===== src/rtl/audio_pkg.sv =====
// Shared constants for the I2S audio transmitter.
// Frame geometry, divider tap positions and I2S slot bounds.
package audio_pkg;

  localparam int AUDIO_DATA_W = 16;
  localparam int FRAME_CNT_W  = 10;

  localparam int MSB_SLOT = 1;
  localparam int LSB_SLOT = 16;

  localparam int MCLK_BIT = 1;
  localparam int SCK_BIT  = 3;
  localparam int LRCK_BIT = 9;

  // slot index k = cnt[LRCK_BIT-1:SCK_BIT+1]
  localparam int SLOT_LO = SCK_BIT + 1;
  localparam int SLOT_W  = LRCK_BIT - SLOT_LO;

endpackage


===== src/rtl/i2s_audio_tx_if.sv =====
// Sample/control inputs and Pmod I2S2 pin outputs.
// master: sample source; slave: transmitter.
interface i2s_audio_tx_if #(
  parameter int DATA_W = audio_pkg::AUDIO_DATA_W
);

  logic              en;
  logic [DATA_W-1:0] sample_l;
  logic [DATA_W-1:0] sample_r;
  logic [2:0]        volume;
  logic              mute;

  logic audio_mclk;
  logic audio_lrck;
  logic audio_sck;
  logic audio_sdin;
  logic frame_start;

  modport master (
    output en, sample_l, sample_r,
    output volume, mute,
    input  audio_mclk, audio_lrck,
    input  audio_sck, audio_sdin,
    input  frame_start
  );

  modport slave (
    input  en, sample_l, sample_r,
    input  volume, mute,
    output audio_mclk, audio_lrck,
    output audio_sck, audio_sdin,
    output frame_start
  );

endinterface


===== src/rtl/audio_vol_scale.sv =====
// Mute and shift-based volume stage (combinational, signed).
// sample/volume/mute in, proc out.
module audio_vol_scale
  import audio_pkg::*;
#(
  parameter int DATA_W = AUDIO_DATA_W
) (
  input  logic signed [DATA_W-1:0] sample,
  input  logic        [2:0]        volume,
  input  logic                     mute,
  output logic signed [DATA_W-1:0] proc
);

  always_comb begin
    proc = '0;
    if (!mute) begin
      proc = sample >>> volume;
    end
  end

endmodule


===== src/rtl/i2s_audio_tx.sv =====
// I2S transmitter: frame counter, capture regs, serialiser.
// clk/rst plain; samples, controls and DAC pins on bus.
module i2s_audio_tx
  import audio_pkg::*;
#(
  parameter int CNT_W  = FRAME_CNT_W,
  parameter int DATA_W = AUDIO_DATA_W
) (
  input  logic           clk,
  input  logic           rst,
  i2s_audio_tx_if.slave  bus
);

  localparam int IDX_W = $clog2(DATA_W);
  localparam logic [CNT_W-1:0] CNT_LAST = '1;

  logic [CNT_W-1:0] cnt_q, cnt_d;

  logic signed [DATA_W-1:0] hold_l_q, hold_l_d;
  logic signed [DATA_W-1:0] hold_r_q, hold_r_d;
  logic signed [DATA_W-1:0] proc_l, proc_r;

  logic mclk_q, mclk_d;
  logic sck_q, sck_d;
  logic lrck_q, lrck_d;
  logic sdin_q, sdin_d;
  logic fs_q, fs_d;

  logic [SLOT_W-1:0] slot;
  logic [SLOT_W-1:0] bit_idx;
  logic [DATA_W-1:0] word;

  audio_vol_scale #(.DATA_W(DATA_W)) u_scale_l (
    .sample (bus.sample_l),
    .volume (bus.volume),
    .mute   (bus.mute),
    .proc   (proc_l)
  );

  audio_vol_scale #(.DATA_W(DATA_W)) u_scale_r (
    .sample (bus.sample_r),
    .volume (bus.volume),
    .mute   (bus.mute),
    .proc   (proc_r)
  );

  always_comb begin
    cnt_d    = '0;
    hold_l_d = hold_l_q;
    hold_r_d = hold_r_q;
    mclk_d   = 1'b0;
    sck_d    = 1'b0;
    lrck_d   = 1'b0;
    sdin_d   = 1'b0;
    fs_d     = 1'b0;

    slot    = cnt_q[LRCK_BIT-1:SLOT_LO];
    bit_idx = SLOT_W'(LSB_SLOT) - slot;
    word    = cnt_q[LRCK_BIT] ? hold_r_q
                              : hold_l_q;

    if (bus.en) begin
      cnt_d  = cnt_q + CNT_W'(1);
      mclk_d = cnt_q[MCLK_BIT];
      sck_d  = cnt_q[SCK_BIT];
      lrck_d = cnt_q[LRCK_BIT];
      fs_d   = (cnt_q == '0);

      // slot only moves on cnt[3:0] wrap, so sdin
      // follows the SCLK falling edge
      if (slot >= SLOT_W'(MSB_SLOT) &&
          slot <= SLOT_W'(LSB_SLOT)) begin
        sdin_d = word[bit_idx[IDX_W-1:0]];
      end

      if (cnt_q == CNT_LAST) begin
        hold_l_d = proc_l;
        hold_r_d = proc_r;
      end
    end
  end

  always_ff @(posedge clk) begin
    if (rst) begin
      cnt_q    <= '0;
      hold_l_q <= '0;
      hold_r_q <= '0;
      mclk_q   <= 1'b0;
      sck_q    <= 1'b0;
      lrck_q   <= 1'b0;
      sdin_q   <= 1'b0;
      fs_q     <= 1'b0;
    end else begin
      cnt_q    <= cnt_d;
      hold_l_q <= hold_l_d;
      hold_r_q <= hold_r_d;
      mclk_q   <= mclk_d;
      sck_q    <= sck_d;
      lrck_q   <= lrck_d;
      sdin_q   <= sdin_d;
      fs_q     <= fs_d;
    end
  end

  assign bus.audio_mclk  = mclk_q;
  assign bus.audio_sck   = sck_q;
  assign bus.audio_lrck  = lrck_q;
  assign bus.audio_sdin  = sdin_q;
  assign bus.frame_start = fs_q;

endmodule


===== src/flat_wrapper.sv =====
// flat-port wrapper written by rule: the top's interface ports become plain ports
module i2s_audio_tx_flat import audio_pkg::*;
#(
  parameter int CNT_W  = FRAME_CNT_W,
  parameter int DATA_W = AUDIO_DATA_W
)
  (clk, rst, bus_en, bus_sample_l, bus_sample_r, bus_volume, bus_mute, bus_audio_mclk, bus_audio_lrck, bus_audio_sck, bus_audio_sdin, bus_frame_start);
  i2s_audio_tx_if #(.DATA_W(DATA_W)) bus_i ();
  input  logic clk;
  input  logic rst;
  input wire logic [$bits(bus_i.en)-1:0] bus_en;
  input wire logic [$bits(bus_i.sample_l)-1:0] bus_sample_l;
  input wire logic [$bits(bus_i.sample_r)-1:0] bus_sample_r;
  input wire logic [$bits(bus_i.volume)-1:0] bus_volume;
  input wire logic [$bits(bus_i.mute)-1:0] bus_mute;
  output wire logic [$bits(bus_i.audio_mclk)-1:0] bus_audio_mclk;
  output wire logic [$bits(bus_i.audio_lrck)-1:0] bus_audio_lrck;
  output wire logic [$bits(bus_i.audio_sck)-1:0] bus_audio_sck;
  output wire logic [$bits(bus_i.audio_sdin)-1:0] bus_audio_sdin;
  output wire logic [$bits(bus_i.frame_start)-1:0] bus_frame_start;
  assign bus_i.en = bus_en;
  assign bus_i.sample_l = bus_sample_l;
  assign bus_i.sample_r = bus_sample_r;
  assign bus_i.volume = bus_volume;
  assign bus_i.mute = bus_mute;
  assign bus_audio_mclk = bus_i.audio_mclk;
  assign bus_audio_lrck = bus_i.audio_lrck;
  assign bus_audio_sck = bus_i.audio_sck;
  assign bus_audio_sdin = bus_i.audio_sdin;
  assign bus_frame_start = bus_i.frame_start;
  i2s_audio_tx #(.CNT_W(CNT_W), .DATA_W(DATA_W)) u_core (.clk(clk), .rst(rst), .bus(bus_i));
endmodule

===== config.mk =====
export PLATFORM = sky130hd
export DESIGN_NAME = i2s_audio_tx_flat
export DESIGN_NICKNAME = d
export VERILOG_FILES = /design/src/rtl/audio_pkg.sv /design/src/rtl/i2s_audio_tx_if.sv /design/src/rtl/audio_vol_scale.sv /design/src/rtl/i2s_audio_tx.sv /design/src/flat_wrapper.sv
export SDC_FILE = /design/constraint.sdc
export NUM_CORES = 1
export LEC_CHECK = 0
export BUFFER_PORTS_ARGS = -buffer_cell sky130_fd_sc_hd__buf_4
export CORE_AREA = 2 2 87 89
export CTS_BUF_LIST = sky130_fd_sc_hd__clkbuf_4 sky130_fd_sc_hd__clkbuf_8 sky130_fd_sc_hd__clkbuf_16
export CTS_CLUSTER_DIAMETER = 50
export DETAILED_ROUTE_END_ITERATION = 8
export DIE_AREA = 0 0 89 91
export GPL_ROUTABILITY_DRIVEN = 0
export SLEW_MARGIN = 15
export SYNTH_ARGS = -nofsm -noshare
export SYNTH_HDL_FRONTEND = slang
export SYNTH_SLANG_ARGS = --single-unit

===== constraint.sdc =====
create_clock -name clk -period 3.4 [get_ports clk]
set_input_delay 0.17 -clock clk [delete_from_list [all_inputs] [get_ports clk]]
set_output_delay 0.17 -clock clk [all_outputs]
set_load 0.005 [all_outputs]

==> results.toml <==
[status]
status = "complete, no violations"

[clock_tree]
cts_made_buffers = 5
clkTransAtPathRegs_ps = 90
cts-root-buf = "clkbuf_8"
clk_latency_ps = 300
postCtsHoldBufs = 0
numClockSinks = 47
cts_tree = "built"
postCtsSetupBuffers = 0
ctsLongestPathBuffers = 2
cts_resized = 0
cts_max_level = 2

[flow_run]
maxCapViolCount = 0

[timing]
fin_hold_ws_ps = 185
finalSetupViolCount = 0
final_max_slew_viol_count = 0
fin_worst_skew_ps = 8.54
layout_min_cycle_time_ps = 2460
rsz0062_at_grt = "no"
setup_ws_ps = 935
timing.fmax_mhz = 406
finalCritPeriodShare_pct = 72.5
totalNegativeSetupSlack_ps = 0
hold_violations = 0
timing.slew.headroom_pct = 55.1
worstMarginPinSlew_ps = 673

[global_routing]
grt_pass1_vias = 2252
grt_start_max_net_pins = 37
grt_pass1_wl_mm = 11.4
grt_overflow = 0
antenna_found_initial = 0
grt_usage_pct = 17.9

[yosys]
synth_area_leaders = "dfxtp_1 (31%), mux4_2 (24%), mux2_2 (6.9%)"
synth_top_area_share_pct = 30.6
synthCells = 299
synth_compound_area_share_pct = 12.6
synth_ff_type = "dfxtp_1"
synth-xor-area-share_pct = 2.28
yosys.area_share.simple_pct = 14.3
synth_top_family_by_area = "multiplexers"
synth_cell_types = 36
yosys_warnings = 0
synth.mux.area_fraction_pct = 33.4
synth-seq-cells = 47
synthMostInstantiatedCell = "dfxtp_1"
async_reset_ff_share_pct = 0
syn-cell-area_um2 = 3080
seq_area_frac_synth_pct = 30.6
synth_fa_ha_area_share_pct = 2.03
synth_edf_count = 0
synth_nets = 343
synth_commonest_cells = "dfxtp_1 (47), nor2_1 (35), mux4_2 (33)"
avgSynthCellArea_um2 = 10.3
synth_top_area_cell = "dfxtp_1"

[worst_setup_path]
start_kind = "register"
end_kind = "register"
arrival_ps = 2700
critPathRequiredTime_ps = 3640
path_max_fanout = 36
worst-setup-path-type = "register to register"

[detailed_routing]
drc = 0
num_vias = 2361
dr.pass1.iters = 4
drt_iter0_drc = 82
wl_per_cell_um = 16.0
postRouteWirelength_mm = 6.81
viasPerCell = 5.56
postRouteAntennaNets = 0

[cells_and_area]
drive_gt1_share_pct = 33.4
syn_to_final_growth_pct = 15.3
post-route-cell-area_um2 = 3550
n_antenna_cell = 0
nNetsFinal = 369
final_util_pct = 49.8

[floorplan]
ioPinCount = 44
die_h_um = 91
fp.coreArea_um2 = 7140
start_util_pct = 43.1
placementRows = 31
dieArea_um2 = 8100
die_x_um = 89

[placed_design]
pre_cts_slack_ps = 943
placed_area_um2 = 3430
dp_hpwl_mm = 5.17
portBuffers = 43

[power]
p_leak_nw = 1.30
ir_drop_uv = 163
power_density_nw_per_um2 = 331

[worst_hold_path]
hold_class = "input pin to register"
==> cells in the final DEF (no fill, tap or decap), types with 5 or more instances in the layout <==
cell      Yosys  final
mux2i_1       7      7
and2_1        7      7
o21ai_0       8      8
clkbuf_8      0      6
dfxtp_1      47     47
inv_1         8      8
nand3_1       6      6
nand2_1      17     17
or3_1         6      6
mux4_2       33     33
a22oi_1      22     22
mux2_2       19     19
nor2_1       35     35
ha_1          5      5
buf_4         0     46
a21oi_1      12     12
==> per-layer routing <==
layer | part of all wire, % | global-route usage (%) | up-vias
met1 | 47 | 26.7 | 1130
met2 | 48 | 27.4 | 54
met4 | 1.0 | 3.73 | 0
met5 | 0 | 0 | -
met3 | 4.3 | 3.00 | 5
li1 | - | - | 1172
==> state kept, by name, summed over array words and instances, names as in the netlist <==
signal,count
u_core.bus.audio_lrck,1
u_core.cnt_q,10
u_core.hold_r_q,16
u_core.bus.audio_sdin,1
u_core.bus.audio_mclk,1
u_core.hold_l_q,16
u_core.bus.audio_sck,1
u_core.bus.frame_start,1
==> cells by family (layout without fill, tap and decap cells) <==
logic type	after synthesis	count (layout)
AO/OA/AOI/OAI	57	57
XOR/XNOR	8	8
adder cells (fa/ha/maj)	5	5
buffers and inverters	36	63
flip-flops	47	47
multiplexers	59	59
AND/OR/NAND/NOR	87	87
==> worst max-delay path, cell delays in order (launching register included) <==
cell and delay (ps):
dfxtp_1 760, ha_1 310, nand4_4 150, or3_1 390, buf_4 250, or3b_1 400, a21oi_1 140
==> final cells by class <==
type	instances	area (um^2)
Fill cell	703	3590
Multi-Input combinational cell	216	1990
Sequential cell	47	941
Timing Repair Buffer	46	345
Tap cell	99	124
Clock buffer	6	82.6
Clock inverter	2	35.0
Inverter	9	33.8
==> metrics by stage <==
stage,std cells,power (mW)
floorplan,299,0.698
global placement,417,0.770
detailed placement,417,0.769
CTS,425,1.19
global route,425,1.22
finish,425,1.17
==> path summary, 6_finish.rpt <==
path                                                         end                             from  slack, ps  depth (start not counted)
worst max-delay path            u_core.hold_r_q[15]$_SDFFE_PP0P_       u_core.cnt_q[4]$_SDFF_PP0_        940                          6
worst min register to register   u_core.hold_r_q[9]$_SDFFE_PP0P_  u_core.hold_r_q[9]$_SDFFE_PP0P_        460                          2
worst max register to register  u_core.hold_r_q[15]$_SDFFE_PP0P_       u_core.cnt_q[4]$_SDFF_PP0_        940                          6
worst min-delay path            u_core.hold_r_q[15]$_SDFFE_PP0P_                         bus_mute        190                          3
==> report_power, final <==
group | internal (mW) | switching, mW
Sequential | 0.552 | 0.00148
Combinational | 0.113 | 0.0894
Clock | 0.238 | 0.181
Total | 0.902 | 0.272
No activity file was read; power rests on OpenSTA's default activity.
